--- config.mk ---
export PLATFORM = sky130hd
export DESIGN_NAME = ik_job_scheduler
export DESIGN_NICKNAME = d
export VERILOG_FILES = /design/src/rtl/ik_sched_pkg.sv /design/src/rtl/ik_rr_arbiter.sv /design/src/rtl/ik_job_scheduler.sv
export SDC_FILE = /design/constraint.sdc
export NUM_CORES = 1
export LEC_CHECK = 0
export ABC_AREA = 1
export CAP_MARGIN = 30
export CORE_AREA = 2 2 183 185
export CTS_CLUSTER_DIAMETER = 150
export DETAILED_ROUTE_END_ITERATION = 16
export DIE_AREA = 0 0 185 187
export GPL_TIMING_DRIVEN = 0
export PLACE_DENSITY_LB_ADDON = 0.05
export SLEW_MARGIN = 20
export SYNTH_ARGS = -nofsm -noshare
export SYNTH_HDL_FRONTEND = slang
export SYNTH_HIERARCHICAL = 1
export SYNTH_SLANG_ARGS = --single-unit
--- constraint.sdc ---
create_clock -name clock -period 2.1 [get_ports clock]
set_input_delay 0.21 -clock clock [delete_from_list [all_inputs] [get_ports clock]]
set_output_delay 0.21 -clock clock [all_outputs]
set_load 0.005 [all_outputs]
--- src/rtl/ik_sched_pkg.sv ---
// Shared types and constants for the inverse-kinematics job scheduler.
// Q16.15 constants are provided for benches that model the core.
package ik_sched_pkg;

  typedef enum logic [1:0] {
    IDLE = 2'd0,
    LOAD = 2'd1,
    HOLD = 2'd2,
    RESP = 2'd3
  } ik_state_t;

  localparam int IK_BIT_WIDTH     = 32;
  localparam int IK_FRACTIONS     = 15;
  localparam int IK_SETTLE_CYCLES = 64;

  // 11.0 and 12.0 in Q16.15
  localparam logic [IK_BIT_WIDTH-1:0] IK_CONST_11 = 32'h0005_8000;
  localparam logic [IK_BIT_WIDTH-1:0] IK_CONST_12 = 32'h0006_0000;

endpackage

--- src/rtl/ik_rr_arbiter.sv ---
// Request arbiter: combinational one-hot grant plus binary index.
// IK_SCHED_RR_EN selects round-robin (owns the pointer); otherwise fixed priority, lowest index wins.
module ik_rr_arbiter
  import ik_sched_pkg::*;
#(
  parameter int N_REQ = 4,
  parameter int ID_W  = $clog2(N_REQ)
) (
  input  logic             clock,
  input  logic             rst,
  input  logic [N_REQ-1:0] req,
  input  logic             grant_take,
  output logic [N_REQ-1:0] grant,
  output logic [ID_W-1:0]  grant_idx
);

`ifdef IK_SCHED_RR_EN
  logic [ID_W-1:0] ptr;

  // Search upward from the pointer; walking downward lets the nearest hit win.
  always_comb begin
    grant     = '0;
    grant_idx = '0;
    for (int i = N_REQ - 1; i >= 0; i--) begin
      if (req[(int'(ptr) + i) % N_REQ]) begin
        grant                                = '0;
        grant[(int'(ptr) + i) % N_REQ]       = 1'b1;
        grant_idx = ID_W'((int'(ptr) + i) % N_REQ);
      end else begin
        grant = grant;
      end
    end
  end

  // Pointer moves just past the winner on every accepted grant.
  always_ff @(posedge clock) begin
    if (rst) begin
      ptr <= '0;
    end else if (grant_take) begin
      ptr <= (grant_idx == ID_W'(N_REQ - 1)) ? '0 : grant_idx + ID_W'(1);
    end else begin
      ptr <= ptr;
    end
  end
`else
  logic unused_ports;
  assign unused_ports = ^{clock, rst, grant_take};

  // Fixed priority: the lowest valid index is written last and wins.
  always_comb begin
    grant     = '0;
    grant_idx = '0;
    for (int i = N_REQ - 1; i >= 0; i--) begin
      if (req[i]) begin
        grant     = '0;
        grant[i]  = 1'b1;
        grant_idx = ID_W'(i);
      end else begin
        grant = grant;
      end
    end
  end
`endif

endmodule

--- src/rtl/ik_job_scheduler.sv ---
// Shares one inverse-kinematics core between N_REQ requesters: grant, hold inputs, settle, respond.
// Arbitration is round-robin when IK_SCHED_RR_EN is defined, fixed priority otherwise.
module ik_job_scheduler
  import ik_sched_pkg::*;
#(
  parameter int N_REQ         = 4,
  parameter int BIT_WIDTH     = IK_BIT_WIDTH,
  parameter int SETTLE_CYCLES = IK_SETTLE_CYCLES,
  parameter int ID_W          = $clog2(N_REQ)
) (
  input  logic                       clock,
  input  logic                       rst,
  input  logic [N_REQ-1:0]           req_valid,
  output logic [N_REQ-1:0]           req_ready,
  input  logic [N_REQ*BIT_WIDTH-1:0] req_x,
  input  logic [N_REQ*BIT_WIDTH-1:0] req_y,
  output logic                       rsp_valid,
  input  logic                       rsp_ready,
  output logic [ID_W-1:0]            rsp_id,
  output logic [BIT_WIDTH-1:0]       rsp_theta1,
  output logic [BIT_WIDTH-1:0]       rsp_theta2,
  output logic [BIT_WIDTH-1:0]       core_x,
  output logic [BIT_WIDTH-1:0]       core_y,
  output logic                       core_rst,
  input  logic [BIT_WIDTH-1:0]       core_theta1,
  input  logic [BIT_WIDTH-1:0]       core_theta2,
  output logic                       busy
);

  localparam int CNT_W = (SETTLE_CYCLES > 1) ? $clog2(SETTLE_CYCLES) : 1;

  ik_state_t        state;
  ik_state_t        next_state;
  logic [CNT_W-1:0] cnt;
  logic             grant_take;
  logic [N_REQ-1:0] grant;
  logic [ID_W-1:0]  grant_idx;

  ik_rr_arbiter #(
    .N_REQ (N_REQ),
    .ID_W  (ID_W)
  ) u_arb (
    .clock      (clock),
    .rst        (rst),
    .req        (req_valid),
    .grant_take (grant_take),
    .grant      (grant),
    .grant_idx  (grant_idx)
  );

  // State register.
  always_ff @(posedge clock) begin
    if (rst) begin
      state <= IDLE;
    end else begin
      state <= next_state;
    end
  end

  // Next state and the combinational accept strobe, which exists only in IDLE.
  always_comb begin
    next_state = state;
    grant_take = 1'b0;
    req_ready  = '0;
    case (state)
      IDLE: begin
        if (!rst && (|req_valid)) begin
          grant_take = 1'b1;
          req_ready  = grant;
          next_state = LOAD;
        end else begin
          next_state = IDLE;
        end
      end
      LOAD: next_state = HOLD;
      HOLD: begin
        if (cnt == '0) begin
          next_state = RESP;
        end else begin
          next_state = HOLD;
        end
      end
      RESP: begin
        if (rsp_ready) begin
          next_state = IDLE;
        end else begin
          next_state = RESP;
        end
      end
      default: next_state = IDLE;
    endcase
  end

  // Job data, settle counter and result capture; core inputs persist between jobs.
  always_ff @(posedge clock) begin
    if (rst) begin
      core_x     <= '0;
      core_y     <= '0;
      rsp_id     <= '0;
      rsp_theta1 <= '0;
      rsp_theta2 <= '0;
      cnt        <= '0;
    end else begin
      case (state)
        IDLE: begin
          if (grant_take) begin
            core_x <= req_x[grant_idx*BIT_WIDTH +: BIT_WIDTH];
            core_y <= req_y[grant_idx*BIT_WIDTH +: BIT_WIDTH];
            rsp_id <= grant_idx;
          end
        end
        LOAD: cnt <= CNT_W'(SETTLE_CYCLES - 1);
        HOLD: begin
          if (cnt == '0) begin
            rsp_theta1 <= core_theta1;
            rsp_theta2 <= core_theta2;
          end else begin
            cnt <= cnt - CNT_W'(1);
          end
        end
        default: cnt <= cnt;
      endcase
    end
  end

  assign rsp_valid = (state == RESP);
  assign busy      = (state != IDLE);
  assign core_rst  = rst | (state == LOAD);

endmodule

==> flow_summary.yaml, run 1 <==
synth:
  synth_top_family_by_area: "simple AND/OR/NAND/NOR gates"
  synthMuxAreaShare_pct: 0
  synthCells: 1024
  synthXorXnorAreaFrac_pct: 0
  yosys.area_share.simple_pct: 26.5
  synth_fa_ha_area_share_pct: 0.184
  synth_edf_count: 0
  synth_compound_area_share_pct: 24.4
  synth_top_area_share_pct: 40.7
  yosysMostFrequentCell: "nor2_1"
  yosys.area.top_type: "dfxtp_1"
  ys_warn_count: 6
  synth.distinct_cells: 24
  ys_ff_latch: 138
  synth_area_per_cell_sq_um: 6.63
  synth_ff_type: "dfxtp_1"
  synth_nets: 1352
  syn_area_sq_um: 6790
  ys_top_cells_by_area: "dfxtp_1 41%, nor2_1 20%, o21ai_0 13%"
  yosysSeqAreaShare_pct: 40.7
  synthTopCellsByCount: "360 x nor2_1, 180 x o21ai_0, 138 x dfxtp_1, 61 x o21ai_1, 59 x nand2_1"
  synthArstFlopShare_pct: 0
worst_setup_path:
  crit_type: "input pin to register"
  crit_top_cell: "nor2_1"
  r2r-start: "cnt[0]$_SDFFE_PP0P_"
  worst_path_max_delay_cell: "clkdlybuf4s50_1"
  critPathLaunch: "req_valid[0]"
  cp_max_fo: 10
  cp.required_ns: 2.47
  critPathArrivalTime_ns: 2.36
  cpPeakStageDelay_ns: 0.48
  worstSetupStartpointType: "input pin"
  path_cells: "clkdlybuf4s50_1, inv_1, nand2_1, nand2_1, buf_2, clkbuf_4, clkbuf_4, nor2_1, o22ai_1, nor2_1, nor2_1"
  crit_family: "buffers and inverters"
  path_buf_inv: 5
  worstSetupEndpointType: "register"
timing:
  skew_ns: 0.0100
  fin_crit_ns: 1.99
  worstMarginPinSlew_ns: 0.565
  slew_headroom_pct: 62.4
  fmax_mhz: 502
  hold_viol_final: 0
  setup_ws_ns: 0.108
  tns_ns: 0
  drv_slew: 0
  finalCritPeriodShare_pct: 94.8
  setup_viol: 0
  rsz0062_at_grt: "true"
die:
  num_rows: 67
  dieWidth_um: 185
  fp.coreArea_sq_um: 32900
  dieArea_sq_um: 34600
  boundaryPins: 464
  die_h_um: 187
  start_util_pct: 20.7
place:
  dp_hpwl_mm: 29.5
  io_buffers: 462
  gp_congestion: 0.861
  placed_cells: 1934
  dp_slack_ns: -0.515
detailed_routing:
  wirelength_mm: 37.2
  ant_nets: 0
  drt_iter0_drc: 380
  drt_first_pass_iters: 5
  wl_met1_mm: 14.7
  top_layer_used: "met5"
  drcViolationCount: 0
  viasPerCell: 4.41
  dr_wl_met2_mm: 18.4
  route.vias.total: 8698
  wl_per_cell_um: 18.9
  wl_met3_mm: 3.26
run_status:
  outcome: "finished, final reports clean"
layout:
  finalNonFillerCells: 1974
  regArea_sq_um: 2760
  multi_input_area_sq_um: 3480
  nets: 1834
  areaGrowthSynthToFinish_pct: 86.0
  nFillCells: 3602
  drive_gt1_share_pct: 6.52
global_routing:
  grt_max_degree: 20
  grt_pass1_vias: 8636
  grt_pass1_wl_mm: 53.7
  gr-total-overflow: 0
  grt_usage_pct: 21.1
  grt_antenna_before_repair: 13
clocking:
  hold_buffers: 0
  cts_sinks: 138
  tritoncts: "yes"
  cts_root_buf: "clkbuf_16"
  cts_buffers: 17
  cts.clk_slew.worst_paths_ns: 0.06
  htree_num_levels: 4
  insertion_delay_ns: 0.43
  clockBufferDepth: 2
power:
  ir_drop_v: 0.000548
  leakage_nw: 5.02
  pwr_density_cell_nw_per_um2: 741
run:
  cap_violations: 0
worst_hold_path:
  holdCritStartpoint: "rst"
  hp-class: "input pin to register"
==> worst register-to-register path, cell delays in order (launching register included) <==
cell and delay [ns]:
dfxtp_1 0.29, inv_1 0.16, ha_1 0.21, inv_1 0.07, nor3_2 0.16, nand2_2 0.13, nor2_4 0.12, inv_2 0.05
buf_6 0.15, buf_6 0.14, nor2_1 0.13, nor2_1 0.06
==> layer usage <==
metal  track usage, %  vias up
met5                0        -
met4             6.44       12
met3             7.55       50
met2             37.7      328
met1             23.1     3918
li1                 -     4390
==> path summary, 6_finish.rpt <==
check / slack [ns] / endpoint / depth (start not counted)
worst max register to register: 0.32 / rsp_theta2[17]$_SDFFE_PP0P_ / 11
worst min-delay path: 0.14 / cnt[4]$_SDFFE_PP0P_ / 2
worst max-delay path: 0.11 / core_x[25]$_SDFFE_PP0P_ / 11
worst min register to register: 0.47 / core_x[28]$_SDFFE_PP0P_ / 2
==> power by group <==
part	switching, mW	internal, mW
clock network	1.31	1.82
logic	1.40	1.62
registers	0.212	3.00
total	2.92	6.44
==> final cells by class <==
cell class                 instances  share of cell area, %
antenna                            7                  0.139
buffer                            83                   3.75
clock buffer                      19                   3.58
clock inverter                    13                   1.13
inverter                          27                  0.802
multi-input combinational        774                   27.6
sequential                       138                   21.9
tap                              448                   4.44
timing repair buffer             465                   36.7
==> kinds of logic (layout without fill, tap and decap cells) <==
| kind of cell | count (synthesis) | count (layout) |
|---|---|---|
| other | 0 | 7 |
| DFF | 138 | 138 |
| adders and majority gates | 1 | 1 |
| and+or+nand+nor | 458 | 458 |
| buffers and inverters | 112 | 607 |
| AOI/OAI and AO/OA | 315 | 315 |
==> through the flow <==
stage	hold WS [ns]	util (%)	instance area (sq um)	power (mW)
6_report	0.145	38.4	12600	9.36
5_1_grt	0.134	38.4	12600	9.89
4_1_cts	0.127	38.3	12600	9.50
3_5_place_dp	0.462	36.4	12000	6.30
3_3_place_gp	0.461	36.4	12000	6.30
2_1_floorplan	0.314	-	6790	4.40
==> sequential cells by signal, indices dropped and copies added, names as in the netlist <==
register	cells
rsp_theta1	32
core_y	32
state	2
rsp_id	2
cnt	6
core_x	32
rsp_theta2	32
==> layout by cell type (no fill, tap or decap), types with 3 or more instances in the layout <==
cell type,Yosys,layout
o22ai_1,33,33
inv_2,3,4
o21ai_0,180,180
o21ai_1,61,61
nand3_1,28,28
clkdlybuf4s50_1,0,458
nand2_1,59,59
dfxtp_1,138,138
inv_1,24,23
buf_4,2,8
dlygate4sd2_1,0,4
clkbuf_1,39,31
nor2_1,360,359
a21oi_1,9,9
clkbuf_2,0,8
buf_6,13,13
nor2_4,2,3
buf_2,29,23
clkbuf_16,0,17
clkinvlp_4,0,5
diode_2,0,7
a31oi_1,31,31
==> repair_timing <==
item | in CTS | in global routing
setup buffers | 2 | 1
pin swaps | 3 | 1
gates resized for setup | 11 | 17
endpoints found under the hold margin | 0 | 0
setup endpoints to repair | 10 | 26
(Power assumes the default switching activity.)
==> inputs of run 2 (changes only) <==
--- a/config.mk
+++ b/config.mk
@@ -7,12 +7,12 @@
 export LEC_CHECK = 0
 export ABC_AREA = 1
 export CAP_MARGIN = 30
-export CORE_AREA = 2 2 183 185
+export CORE_AREA = 2 2 181 183
 export CTS_CLUSTER_DIAMETER = 150
 export DETAILED_ROUTE_END_ITERATION = 16
-export DIE_AREA = 0 0 185 187
+export DIE_AREA = 0 0 183 185
 export GPL_TIMING_DRIVEN = 0
-export PLACE_DENSITY_LB_ADDON = 0.05
+export PLACE_DENSITY = 0.59
 export SLEW_MARGIN = 20
 export SYNTH_ARGS = -nofsm -noshare
 export SYNTH_HDL_FRONTEND = slang
==> constraint.sdc (replaced) <==
create_clock -name clock -period 2.4 [get_ports clock]
set_input_delay 0.24 -clock clock [delete_from_list [all_inputs] [get_ports clock]]
set_output_delay 0.24 -clock clock [all_outputs]
set_load 0.005 [all_outputs]
==> run 2 against run 1 <==
Register-to-register slack better by 0.10 ns. Design area is 0.36% lower. Via count is 2.2% higher. Combinational power is 11% lower. Cell count is 2.2% lower. Routed wire length is 0.92% lower. First-iteration DRC count is 1.3% lower.
==> flow_summary.yaml, run 2 (synthesis results as in run 1) <==
power:
  p_total_mw: 8.30
  pwr_density_cell_nw_per_um2: 659
  ir_drop_v: 0.000455
  leakage_nw: 5.02
detailed_routing:
  wl_met3_mm: 3.29
  viasPerCell: 4.61
  wl_per_cell_um: 19.1
  dr_wl_met2_mm: 18.0
  top_layer_used: "met5"
  wirelength_mm: 36.9
  drt_first_pass_iters: 4
  drt_iter0_drc: 375
  ant_nets: 0
  wl_met1_mm: 14.5
  route.vias.total: 8890
  drcViolationCount: 0
clocking:
  cts_root_buf: "clkbuf_16"
  hold_buffers: 0
  htree_num_levels: 4
  cts_buffers: 17
  clockBufferDepth: 2
  insertion_delay_ns: 0.43
  tritoncts: "yes"
  cts_sinks: 138
  cts.clk_slew.worst_paths_ns: 0.06
place:
  io_buffers: 462
  dp_slack_ns: -0.387
  gp_congestion: 0.910
  dp_hpwl_mm: 29.0
worst_setup_path:
  crit_type: "input pin to output pin"
  rr_worst_depth: 10
  cp_max_fo: 7
  critPathArrivalTime_ns: 2.06
  r2r-start: "cnt[0]$_SDFFE_PP0P_"
  worstSetupStartpointType: "input pin"
  r2r_slack_ns: 0.42
  cp.required_ns: 2.16
  worstSetupEndpointType: "output pin"
  r2r_end: "rsp_theta1[7]$_SDFFE_PP0P_"
layout:
  multi_input_area_sq_um: 3480
  final_cell_mix: "462 x clkdlybuf4s50_1, 359 x nor2_1, 180 x o21ai_0"
  areaGrowthSynthToFinish_pct: 85.3
  nFillCells: 3424
  nets: 1837
  drive_gt1_share_pct: 6.18
  regArea_sq_um: 2760
  final_common_cell: "clkdlybuf4s50_1"
global_routing:
  grt_max_degree: 20
  grt_antenna_before_repair: 2
  gr-total-overflow: 0
  grt_pass1_vias: 8720
  grt_pass1_wl_mm: 52.9
  grt_usage_pct: 21.1
die:
  dieWidth_um: 183
  num_rows: 66
  die_h_um: 185
  dieArea_sq_um: 33900
  start_util_pct: 21.2
  fp.coreArea_sq_um: 32000
  boundaryPins: 464
timing:
  drv_slew: 0
  setup_viol: 0
  fmax_mhz: 436
  finalCritPeriodShare_pct: 95.7
  setup_ws_ns: 0.104
  fin_crit_ns: 2.30
  rsz0062_at_grt: "false"
  hold_viol_final: 0
  slew_headroom_pct: 56.4
  worstMarginPinSlew_ns: 0.654
  hold_ws_ns: 0.148
  skew_ns: 0.00967
worst_hold_path:
  hold-path-endpoint: "cnt[5]$_SDFFE_PP0P_"
  hp-class: "input pin to register"
  holdCritStartpoint: "rst"
  hold_depth: 2
run:
  cap_violations: 0
run_status:
  outcome: "finished, final reports clean"
run 2: worst max-delay path by stage:
| stage | slack (ns) | startpoint | cells past startpoint | endpoint |
|---|---|---|---|---|
| after global routing | 0.02 | state[0]$_SDFF_PP0_ | 6 | req_ready[0] |
| after floorplan | 0.88 | cnt[0]$_SDFFE_PP0P_ | 11 | rsp_theta1[0]$_SDFFE_PP0P_ |
| after detailed placement | -0.39 | req_valid[0] | 9 | req_ready[1] |
| final | 0.10 | req_valid[2] | 8 | req_ready[1] |
| after CTS | 0.01 | state[1]$_SDFF_PP0_ | 6 | req_ready[1] |
| after global placement | -0.41 | req_valid[0] | 9 | req_ready[1] |
run 2: repair_timing:
| action | 4_1_cts | 5_1_grt |
|---|---|---|
| pin swaps | 1 | 1 |
| gates resized for setup | 4 | 4 |
| setup endpoints to repair | 5 | 7 |
| setup buffers | 3 | 3 |
run 2: layout make-up:
| cell class | count | share of cell area (%) |
|---|---|---|
| Timing Repair Buffer | 468 | 37.1 |
| Multi-Input combinational cell | 774 | 27.6 |
| Sequential cell | 138 | 21.9 |
| Tap cell | 408 | 4.05 |
| Buffer | 83 | 3.61 |
| Clock buffer | 19 | 3.52 |
| Clock inverter | 12 | 1.28 |
| Inverter | 27 | 0.835 |
| Antenna cell | 1 | 0.0199 |
run 2: report_power, final:
part	switching, mW	total [mW]	internal (mW)
sequential	0.193	2.82	2.63
combinational	1.26	2.68	1.42
clock	1.13	2.80	1.67
total	2.58	8.30	5.72
run 2: critical path, cell delays in order:
cell	delay (ns)
clkdlybuf4s50_1	0.53
nor2_1	0.05
nand2_1	0.10
nand2_4	0.12
nor2_4	0.17
clkinvlp_4	0.18
nor2_1	0.14
clkdlybuf4s50_1	0.51
run 2: routing by layer:
| layer | global-route usage (%) | vias up |
|---|---|---|
| li1 | - | 4388 |
| met1 | 23.5 | 4041 |
| met2 | 37.3 | 398 |
| met3 | 6.94 | 61 |
| met4 | 7.97 | 2 |
| met5 | 0 | - |
run 2: through the flow:
step           util [%]  setup TNS [ns]  std cells  cell area, sq um
3_5_place_dp       37.2          -10.23       1894             11900
3_3_place_gp       37.2           -9.81       1894             11900
2_1_floorplan         -               0       1024              6790
4_1_cts            39.2               0       1926             12600
6_report           39.3               0       1930             12600
5_1_grt            39.3               0       1930             12600
